<file path="config.mk">
export PLATFORM = sky130hd
export DESIGN_NAME = rtc_bus_sched
export DESIGN_NICKNAME = d
export VERILOG_FILES = /design/src/rtl/rtc_bus_sched.sv
export SDC_FILE = /design/constraint.sdc
export NUM_CORES = 1
export LEC_CHECK = 0
export BUFFER_PORTS_ARGS = -buffer_cell sky130_fd_sc_hd__buf_2
export CAP_MARGIN = 10
export CORE_MARGIN = 2
export CORE_UTILIZATION = 41
export DETAILED_ROUTE_END_ITERATION = 8
export GPL_ROUTABILITY_DRIVEN = 0
export PLACE_DENSITY_LB_ADDON = 0.1
export SLEW_MARGIN = 20
export SYNTH_ARGS = -nofsm -noshare
export SYNTH_HDL_FRONTEND = slang
export SYNTH_SLANG_ARGS = --single-unit
export TNS_END_PERCENT = 30
</file>
<file path="constraint.sdc">
create_clock -name clk -period 3.45 [get_ports clk]
set_input_delay 0.8625 -clock clk [delete_from_list [all_inputs] [get_ports clk]]
set_output_delay 0.8625 -clock clk [all_outputs]
set_load 0.05 [all_outputs]
</file>
<file path="src/rtl/rtc_bus_sched.sv">
// rtc_bus_sched: schedules RTC edit writes (date, time, timer) and periodic refresh
// reads onto a single bus-cycle engine, one command at a time.
//
// Handshake: req_* is a level that the requester holds until its ack bit pulses for
// one cycle. start is a one-cycle command strobe. cyc_addr/cyc_wr/cyc_wdata are valid
// from start until the engine's one-cycle cyc_done. cyc_done is honoured only in WAIT.
module rtc_bus_sched #(
    parameter int REFRESH_CYCLES = 50000,
    parameter int TIMEOUT_CYCLES = 63
) (
    input  logic        clk,
    input  logic        reset,
    input  logic        req_date,
    input  logic        req_time,
    input  logic        req_timer,
    input  logic [23:0] wr_date,
    input  logic [23:0] wr_time,
    input  logic [23:0] wr_timer,
    output logic [2:0]  ack,
    output logic        start,
    output logic [7:0]  cyc_addr,
    output logic        cyc_wr,
    output logic [7:0]  cyc_wdata,
    input  logic        cyc_done,
    input  logic [7:0]  cyc_rdata,
    output logic        rd_valid,
    output logic [2:0]  rd_index,
    output logic [7:0]  rd_data,
    output logic        busy,
    output logic [1:0]  grant,
    output logic        timeout_err,
    output logic [2:0]  dbg_state
);

    localparam int RW = $clog2(REFRESH_CYCLES + 1);
    localparam int TW = $clog2(TIMEOUT_CYCLES + 1);
    localparam logic [RW-1:0] REF_LAST = RW'(REFRESH_CYCLES - 1);
    localparam logic [TW-1:0] TMO_LAST = TW'(TIMEOUT_CYCLES - 1);

    typedef enum logic [2:0] {
        IDLE  = 3'd0,
        ISSUE = 3'd1,
        WAIT  = 3'd2,
        STEP  = 3'd3,
        DONE  = 3'd4
    } state_t;

    state_t        r_state;
    state_t        w_next;
    logic [1:0]    r_owner;      // 1 date, 2 time, 3 timer or refresh
    logic          r_refresh;
    logic [23:0]   r_data;
    logic [2:0]    r_step;
    logic [TW-1:0] r_wait_cnt;
    logic [RW-1:0] r_ref_cnt;
    logic          r_ref_pend;
    logic [1:0]    r_rr_ptr;     // first requester to consider: 0 date, 1 time, 2 timer
    logic [7:0]    r_rdata;

    logic [2:0]    w_req;
    logic          w_edit_hit;
    logic [1:0]    w_pick;
    logic [2:0]    w_sum;
    logic [1:0]    w_k;
    logic [23:0]   w_pick_data;
    logic          w_timeout;
    logic          w_last_step;
    logic          w_cmd_valid;
    logic [7:0]    w_base;
    logic          w_ref_wrap;

    assign w_req       = {req_timer, req_time, req_date};
    assign w_timeout   = (r_state == WAIT) && !cyc_done && (r_wait_cnt == TMO_LAST);
    assign w_last_step = r_refresh ? (r_step == 3'd5) : (r_step == 3'd4);
    assign w_cmd_valid = (r_state == ISSUE) || (r_state == WAIT);
    assign w_ref_wrap  = (r_ref_cnt == REF_LAST);

    // Round-robin pick among asserted edit requests, starting at r_rr_ptr.
    always_comb begin
        w_edit_hit = 1'b0;
        w_pick     = 2'd0;
        w_sum      = 3'd0;
        w_k        = 2'd0;
        for (int i = 0; i < 3; i++) begin
            w_sum = {1'b0, r_rr_ptr} + 3'(i);
            w_k   = (w_sum >= 3'd3) ? 2'(w_sum - 3'd3) : w_sum[1:0];
            if (!w_edit_hit && w_req[w_k]) begin
                w_edit_hit = 1'b1;
                w_pick     = w_k;
            end
        end
        case (w_pick)
            2'd0:    w_pick_data = wr_date;
            2'd1:    w_pick_data = wr_time;
            default: w_pick_data = wr_timer;
        endcase
    end

    // State register.
    always_ff @(posedge clk) begin
        if (reset) r_state <= IDLE;
        else       r_state <= w_next;
    end

    // Next-state logic.
    always_comb begin
        w_next = r_state;
        case (r_state)
            IDLE:    if (w_edit_hit || r_ref_pend) w_next = ISSUE;
            ISSUE:   w_next = WAIT;
            WAIT: begin
                if (cyc_done)       w_next = STEP;
                else if (w_timeout) w_next = IDLE;
            end
            STEP:    w_next = w_last_step ? DONE : ISSUE;
            DONE:    w_next = IDLE;
            default: w_next = IDLE;
        endcase
    end

    // Transaction context, step/timeout counters, refresh timer and round-robin pointer.
    always_ff @(posedge clk) begin
        if (reset) begin
            r_owner    <= 2'd0;
            r_refresh  <= 1'b0;
            r_data     <= 24'd0;
            r_step     <= 3'd0;
            r_wait_cnt <= '0;
            r_ref_cnt  <= '0;
            r_ref_pend <= 1'b0;
            r_rr_ptr   <= 2'd0;
            r_rdata    <= 8'd0;
        end else begin
            // A wrap while already pending simply re-sets the same flag.
            if (r_state == DONE && r_refresh) r_ref_pend <= 1'b0;
            if (w_ref_wrap) begin
                r_ref_cnt  <= '0;
                r_ref_pend <= 1'b1;
            end else begin
                r_ref_cnt <= r_ref_cnt + RW'(1);
            end

            case (r_state)
                IDLE: begin
                    r_step <= 3'd0;
                    if (w_edit_hit) begin
                        // The pointer moves at grant, so an aborted requester is also passed over.
                        r_owner   <= w_pick + 2'd1;
                        r_refresh <= 1'b0;
                        r_data    <= w_pick_data;
                        r_rr_ptr  <= (w_pick == 2'd2) ? 2'd0 : w_pick + 2'd1;
                    end else if (r_ref_pend) begin
                        r_owner   <= 2'd3;
                        r_refresh <= 1'b1;
                    end
                end
                ISSUE: r_wait_cnt <= '0;
                WAIT: begin
                    if (cyc_done) r_rdata    <= cyc_rdata;
                    else          r_wait_cnt <= r_wait_cnt + TW'(1);
                end
                STEP:    r_step <= r_step + 3'd1;
                default: ;
            endcase
        end
    end

    // Bus command for the current step, held from ISSUE through WAIT.
    always_comb begin
        case (r_owner)
            2'd1:    w_base = 8'h24;
            2'd2:    w_base = 8'h21;
            default: w_base = 8'h41;
        endcase
        cyc_addr  = 8'h00;
        cyc_wr    = 1'b0;
        cyc_wdata = 8'h00;
        if (w_cmd_valid) begin
            if (r_refresh) begin
                cyc_addr = 8'h21 + {5'd0, r_step};
            end else begin
                cyc_wr = 1'b1;
                case (r_step)
                    3'd0: begin cyc_addr = 8'h02;          cyc_wdata = 8'h10;         end
                    3'd1: begin cyc_addr = w_base;         cyc_wdata = r_data[7:0];   end
                    3'd2: begin cyc_addr = w_base + 8'd1;  cyc_wdata = r_data[15:8];  end
                    3'd3: begin cyc_addr = w_base + 8'd2;  cyc_wdata = r_data[23:16]; end
                    default: begin cyc_addr = 8'h02;       cyc_wdata = 8'h00;         end
                endcase
            end
        end
    end

    // Status, completion and refresh-read outputs.
    always_comb begin
        busy        = (r_state != IDLE);
        grant       = busy ? r_owner : 2'd0;
        start       = (r_state == ISSUE);
        timeout_err = w_timeout;
        dbg_state   = r_state;
        rd_valid    = (r_state == STEP) && r_refresh;
        rd_index    = rd_valid ? r_step : 3'd0;
        rd_data     = rd_valid ? r_rdata : 8'd0;
        ack         = 3'b000;
        if (r_state == DONE && !r_refresh) begin
            case (r_owner)
                2'd1:    ack = 3'b001;
                2'd2:    ack = 3'b010;
                default: ack = 3'b100;
            endcase
        end
    end

endmodule
</file>
==> flow_summary.ini, run 1 <==
[run_status]
status = complete, no violations

[critical_path]
worstPathArrival_ns = 2.36
path_delay_family = simple AND/OR/NAND/NOR gates
cp_slowest_cell = nor2b_1
cp.required_ns = 2.59
cp-end-kind = output port
max_stage_delay_ns = 0.54
path_buf_inv = 2
cp_max_fo = 9
worstPathCellList = inv_1 > ha_1 > nor2b_1 > o311ai_0 > a21oi_1 > buf_2
crit_type = reg -> out
start_kind = flip-flop

[synthesis]
synth_area_per_cell_um2 = 8.55
yosys_warnings = 0
async_flop_share_pct = 0
yosysUniqueCellTypes = 60
synth_edf_count = 0
netlist_area_um2 = 4020
synthCells = 470
seq_area_frac_synth_pct = 32.9
synthFlopType = dfxtp_1
ys_seq_elements = 66

[detailed_routing]
avgViaCountPerCell = 5.35
drtAntennaViolNets = 0
vias = 3828
drt_iter0_drc = 198
routed_wl_mm = 10.6
drt-pass1-iter-count = 5
wl_per_cell_um = 14.9
drcViolationCount = 0

[layout]
fin_cells = 716
layout_common_cells = buf_2 (123), dfxtp_1 (66), nand2_1 (49), nor2_1 (38), a21oi_1 (34)
final_layout_size_suffix_gt1_share_pct = 34.3
syn2layout_area_growth_pct = 23.7
insertedDiodeCount = 0
fin_area_um2 = 4970
postLayoutCoreUtil_pct = 51.6
final_nets = 681
final_common_cell = buf_2

[place]
io_buffers = 123
dp_hpwl_mm = 7.75
dp_slack_ns = 0.239
placed_area_um2 = 4730
dp.cells = 700

[grt]
grt_overflow_total = 0
grt_pass1_vias = 3399
grt_max_degree = 30
grt_usage_pct = 19.7
antenna_found_initial = 0
grt_pass1_wl_mm = 16.4

[pwr]
pwr-share-seq_pct = 32.2
vdd.ir_drop.worst_uv = 297
clkPwrFrac_pct = 22.0
p_switching_mw = 1.45
p_int_mw = 1.96
switching_share_pct = 42.5
powerDensity_nw_per_um2 = 685
pwr-share-comb_pct = 45.8
p_leak_nw = 1.97

[sta]
slew_viol_final = 0
max_freq_ghz = 0.311
clock_skew_ns = 0.0126
rsz0062_at_grt = false
final-hold-violation-count = 0
finalCritPeriodShare_pct = 93.3
setup_ws_ns = 0.232
fin_crit_ns = 3.22
maxSlewHeadroom_pct = 57.4
holdWs_ns = 0.451
finalSetupViolations = 0
worstMarginPinSlew_ns = 0.637

[clock_tree]
cts-root-buf = clkbuf_8
ctsHtreeMaxLevel = 3
hold_buffers = 0
cts.clk_slew.worst_paths_ns = 0.07
clk_path_buf_depth = 2
cts_tree = yes
cts_sinks = 66
clock_latency_ns = 0.34
cts_buffers = 9

[floorplanning]
rows = 36
initial_core_util_pct = 41.7
chipWidth_um = 103
die-area_um2 = 10600
die_height_um = 103
core_um2 = 9640
io_pins = 126

[worst_hold_path]
hold_class = reg -> reg

[job]
drv_cap = 0
[flip-flops by register name, summed over array words and instances (netlist names), 2 cells and up]
| signal | count |
|---|---|
| dbg_state | 3 |
| r_step | 3 |
| r_ref_cnt | 16 |
| r_rdata | 8 |
| r_owner | 2 |
| r_rr_ptr | 2 |
| r_wait_cnt | 6 |
| r_data | 24 |
[cells in the mapped netlist, types with 11 or more instances]
library cell	number	share of area [%]
a21oi_1	34	4.2
nor2_1	46	4.3
xnor2_1	14	3.1
nand2_1	49	4.6
ha_1	17	5.3
and2_1	11	1.7
a22oi_1	27	5.0
clkbuf_1	21	2.0
a311oi_2	17	6.4
nand3_1	12	1.5
inv_1	22	2.1
nor3_1	12	1.5
dfxtp_1	66	33
[stage by stage]
stage | setup TNS, ns | power, mW
4_1_cts | 0 | 3.43
6_report | 0 | 3.40
2_1_floorplan | -0.421 | 2.31
3_5_place_dp | 0 | 2.67
3_3_place_gp | 0 | 2.65
5_1_grt | 0 | 3.64
[worst register-to-register path, stage by stage, from the launching register on]
cell and delay [ns]:
dfxtp_1 0.35, inv_1 0.05, ha_1 0.36, and2_1 0.22, o21ai_0 0.16, o211a_1 0.26
inv_1 0.08, ha_1 0.33, nor2_1 0.15, buf_4 0.27, nand2_1 0.14, a311oi_2 0.27
[path summary, 6_finish.rpt]
check | startpoint | endpoint | slack (ns) | cells after the start
setup / recovery | r_step[1] | cyc_addr[0] | 0.23 | 6
hold / removal | r_rdata[7] | r_rdata[7] | 0.45 | 2
hold reg to reg | r_rdata[7] | r_rdata[7] | 0.45 | 2
setup reg to reg | r_rr_ptr[0] | r_data[9] | 0.71 | 11
[routing by layer]
| metal | GRT usage, % | up-vias | wire, um | share of wire [%] |
|---|---|---|---|---|
| met5 | 0 | - | 0 | 0 |
| met4 | 7.79 | 0 | 180 | 1.7 |
| met3 | 3.53 | 13 | 553 | 5.2 |
| met2 | 31.1 | 102 | 4850 | 46 |
| met1 | 26.8 | 1784 | 5050 | 47 |
| li1 | - | 1929 | - | - |
[power groups by stage]
stage	clock network, mW	logic, mW	registers (mW)
2_1_floorplan	0	1.25	1.06
6_report	0.749	1.56	1.10
3_3_place_gp	0	1.55	1.11
5_1_grt	0.801	1.72	1.12
3_5_place_dp	0	1.56	1.11
4_1_cts	0.769	1.56	1.10
[repair_timing]
item	in CTS	in global routing
setup buffers	0	0
resized for setup	1	1
endpoints found under the setup margin	8	1
[logic make-up (layout without fill, tap and decap cells)]
| logic type | Yosys count | in the layout | synth area share, % |
|---|---|---|---|
| AOI/OAI and AO/OA | 140 | 140 | 29.9 |
| adders and majority gates | 18 | 18 | 5.54 |
| other | 1 | 2 | 0.0933 |
| muxes | 2 | 2 | 0.498 |
| buffers and inverters | 58 | 170 | 6.73 |
| and+or+nand+nor | 167 | 167 | 20.4 |
| xor gates and xnor gates | 18 | 18 | 3.92 |
| DFF | 66 | 66 | 32.9 |
[cell type report]
type                    count  area, um2
clock inverters             4       73.8
fillers                   974       4670
inverters                  22       82.6
multi-input cells         347       2480
well taps                 133        166
flip-flops and latches     66       1320
clock buffers              12        155
repair buffers            132        696
Power figures use the tool's default switching activity.
==> inputs of run 2 (changes only) <==
--- a/config.mk
+++ b/config.mk
@@ -7,8 +7,10 @@
 export LEC_CHECK = 0
 export BUFFER_PORTS_ARGS = -buffer_cell sky130_fd_sc_hd__buf_2
 export CAP_MARGIN = 10
+export CELL_PAD_IN_SITES_DETAIL_PLACEMENT = 0
+export CELL_PAD_IN_SITES_GLOBAL_PLACEMENT = 2
 export CORE_MARGIN = 2
-export CORE_UTILIZATION = 41
+export CORE_UTILIZATION = 30
 export DETAILED_ROUTE_END_ITERATION = 8
 export GPL_ROUTABILITY_DRIVEN = 0
 export PLACE_DENSITY_LB_ADDON = 0.1
@@ -16,4 +18,4 @@
 export SYNTH_ARGS = -nofsm -noshare
 export SYNTH_HDL_FRONTEND = slang
 export SYNTH_SLANG_ARGS = --single-unit
-export TNS_END_PERCENT = 30
+export TNS_END_PERCENT = 1
==> run 2 against run 1 <==
Cell area grew 2.1%; final cell count is 6.1% higher; clock skew decreased by 0.0055 ns; sequential power is essentially flat; sequential share of layout area shrank 0.54 points; non-clock buffer count up 3; largest cell class unchanged; power rose by 3.6%; global-route usage down 3.1 points; core utilization fell by 13 points; flip-flop and latch count unchanged; highest routed layer is now met5; combinational power about the same.
==> flow_summary.ini, run 2 (synthesis results as in run 1) <==
[layout]
regMostFlops = r_data
largest_reg_flops = 24
syn2layout_area_growth_pct = 26.3
final_common_cell = buf_2
final_layout_size_suffix_gt1_share_pct = 34.2
fin_area_um2 = 5070
fin_cells = 760
layout_common_cells = buf_2 (123), dfxtp_1 (66), nand2_1 (49), nor2_1 (38), a21oi_1 (34)
insertedDiodeCount = 0
largestRegisters = r_data x24, r_ref_cnt x16, r_rdata x8
final_nets = 684
postLayoutCoreUtil_pct = 38.6

[critical_path]
cp_slowest_cell = nor2b_1
max_stage_delay_ns = 0.55
cp_max_fo = 9
worstPathCellList = inv_1 > ha_1 > nor2b_1 > o311ai_0 > a21oi_1 > buf_2
start_kind = flip-flop
crit_type = reg -> out
cp-end-kind = output port
worstPathArrival_ns = 2.32
cp.required_ns = 2.59

[sta]
worstMarginPinSlew_ns = 0.646
holdWs_ns = 0.446
final-hold-violation-count = 0
max_freq_ghz = 0.314
clock_skew_ns = 0.00709
setup_ws_ns = 0.268
maxSlewHeadroom_pct = 56.8
fin_setup_tns_ns = 0
finalSetupViolations = 0
fin_crit_ns = 3.18
rsz0062_at_grt = false
finalCritPeriodShare_pct = 92.2
slew_viol_final = 0

[grt]
antenna_found_initial = 1
grt_pass1_vias = 3660
grt_pass1_wl_mm = 18.8
grt_usage_pct = 16.6
grt_overflow_total = 0
grt_max_degree = 34

[pwr]
p_leak_nw = 2.00
report.power.total_mw = 3.52
powerDensity_nw_per_um2 = 695
vdd.ir_drop.worst_uv = 248

[job]
drv_cap = 0

[floorplanning]
die-area_um2 = 14300
initial_core_util_pct = 30.6
chipWidth_um = 120
core_um2 = 13100
rows = 42
die_height_um = 120
io_pins = 126

[clock_tree]
ctsHtreeMaxLevel = 3
cts_tree = yes
clock_latency_ns = 0.33
cts-root-buf = clkbuf_16
post_cts_buffers = 0
cts.clk_slew.worst_paths_ns = 0.06
clk_path_buf_depth = 2
cts_buffers = 9
cts_sinks = 66

[worst_hold_path]
hold_class = reg -> reg

[run_status]
status = complete, no violations

[place]
dp_hpwl_mm = 8.67
placed_area_um2 = 4790
io_buffers = 123
dp_slack_ns = 0.382
dp.cells = 746

[detailed_routing]
drt_iter0_drc = 215
drt-pass1-iter-count = 5
drcViolationCount = 0
wl_per_cell_um = 15.5
routed.top_layer = met5
avgViaCountPerCell = 5.05
vias = 3838
wl_met1_mm = 5.39
met3_wirelength_um = 618
drtAntennaViolNets = 0
routed_wl_mm = 11.8
wl_met2_mm = 5.58
==> run 2: power by group <==
part	internal, mW	total (mW)	switching, mW
clock network	0.550	0.871	0.322
registers	0.938	1.10	0.160
logic	0.557	1.55	0.998
==> run 2: worst paths after layout <==
| kind | cells after the start | start | slack [ns] | to |
|---|---|---|---|---|
| max | 6 | r_step[1] | 0.27 | cyc_addr[0] |
| max reg2reg | 11 | r_rr_ptr[0] | 0.90 | r_data[9] |
| min reg2reg | 2 | r_rdata[5] | 0.45 | r_rdata[5] |
| min | 2 | r_rdata[5] | 0.45 | r_rdata[5] |
==> run 2: routing by layer <==
layer / global-route usage [%] / vias to the layer above
met5: 0 / -
met4: 6.03 / 2
met3: 3.33 / 12
met2: 27.5 / 104
met1: 21.3 / 1784
li1: - / 1936
==> run 2: final cells by class <==
| type | count | area (um2) |
|---|---|---|
| clock buffers | 11 | 233 |
| clock inverters | 3 | 42.5 |
| fillers | 1394 | 8060 |
| inverters | 22 | 82.6 |
| multi-input cells | 347 | 2470 |
| flip-flops and latches | 66 | 1320 |
| well taps | 176 | 220 |
| repair buffers | 135 | 706 |
==> run 2: repair_timing <==
action / CTS / global route
endpoints found under the setup margin: 0 / 8
resized for setup: 0 / 1
hold buffers: 0 / 0
==> run 2: worst max-delay path: cells and delay by family (launching register included) <==
family,cells,cell delay (ns)
flip-flops,1,0.35
AO/OA/AOI/OAI,2,0.41
buffers and inverters,2,0.47
adder cells (fa/ha/maj),1,0.22
AND/OR/NAND/NOR,1,0.55
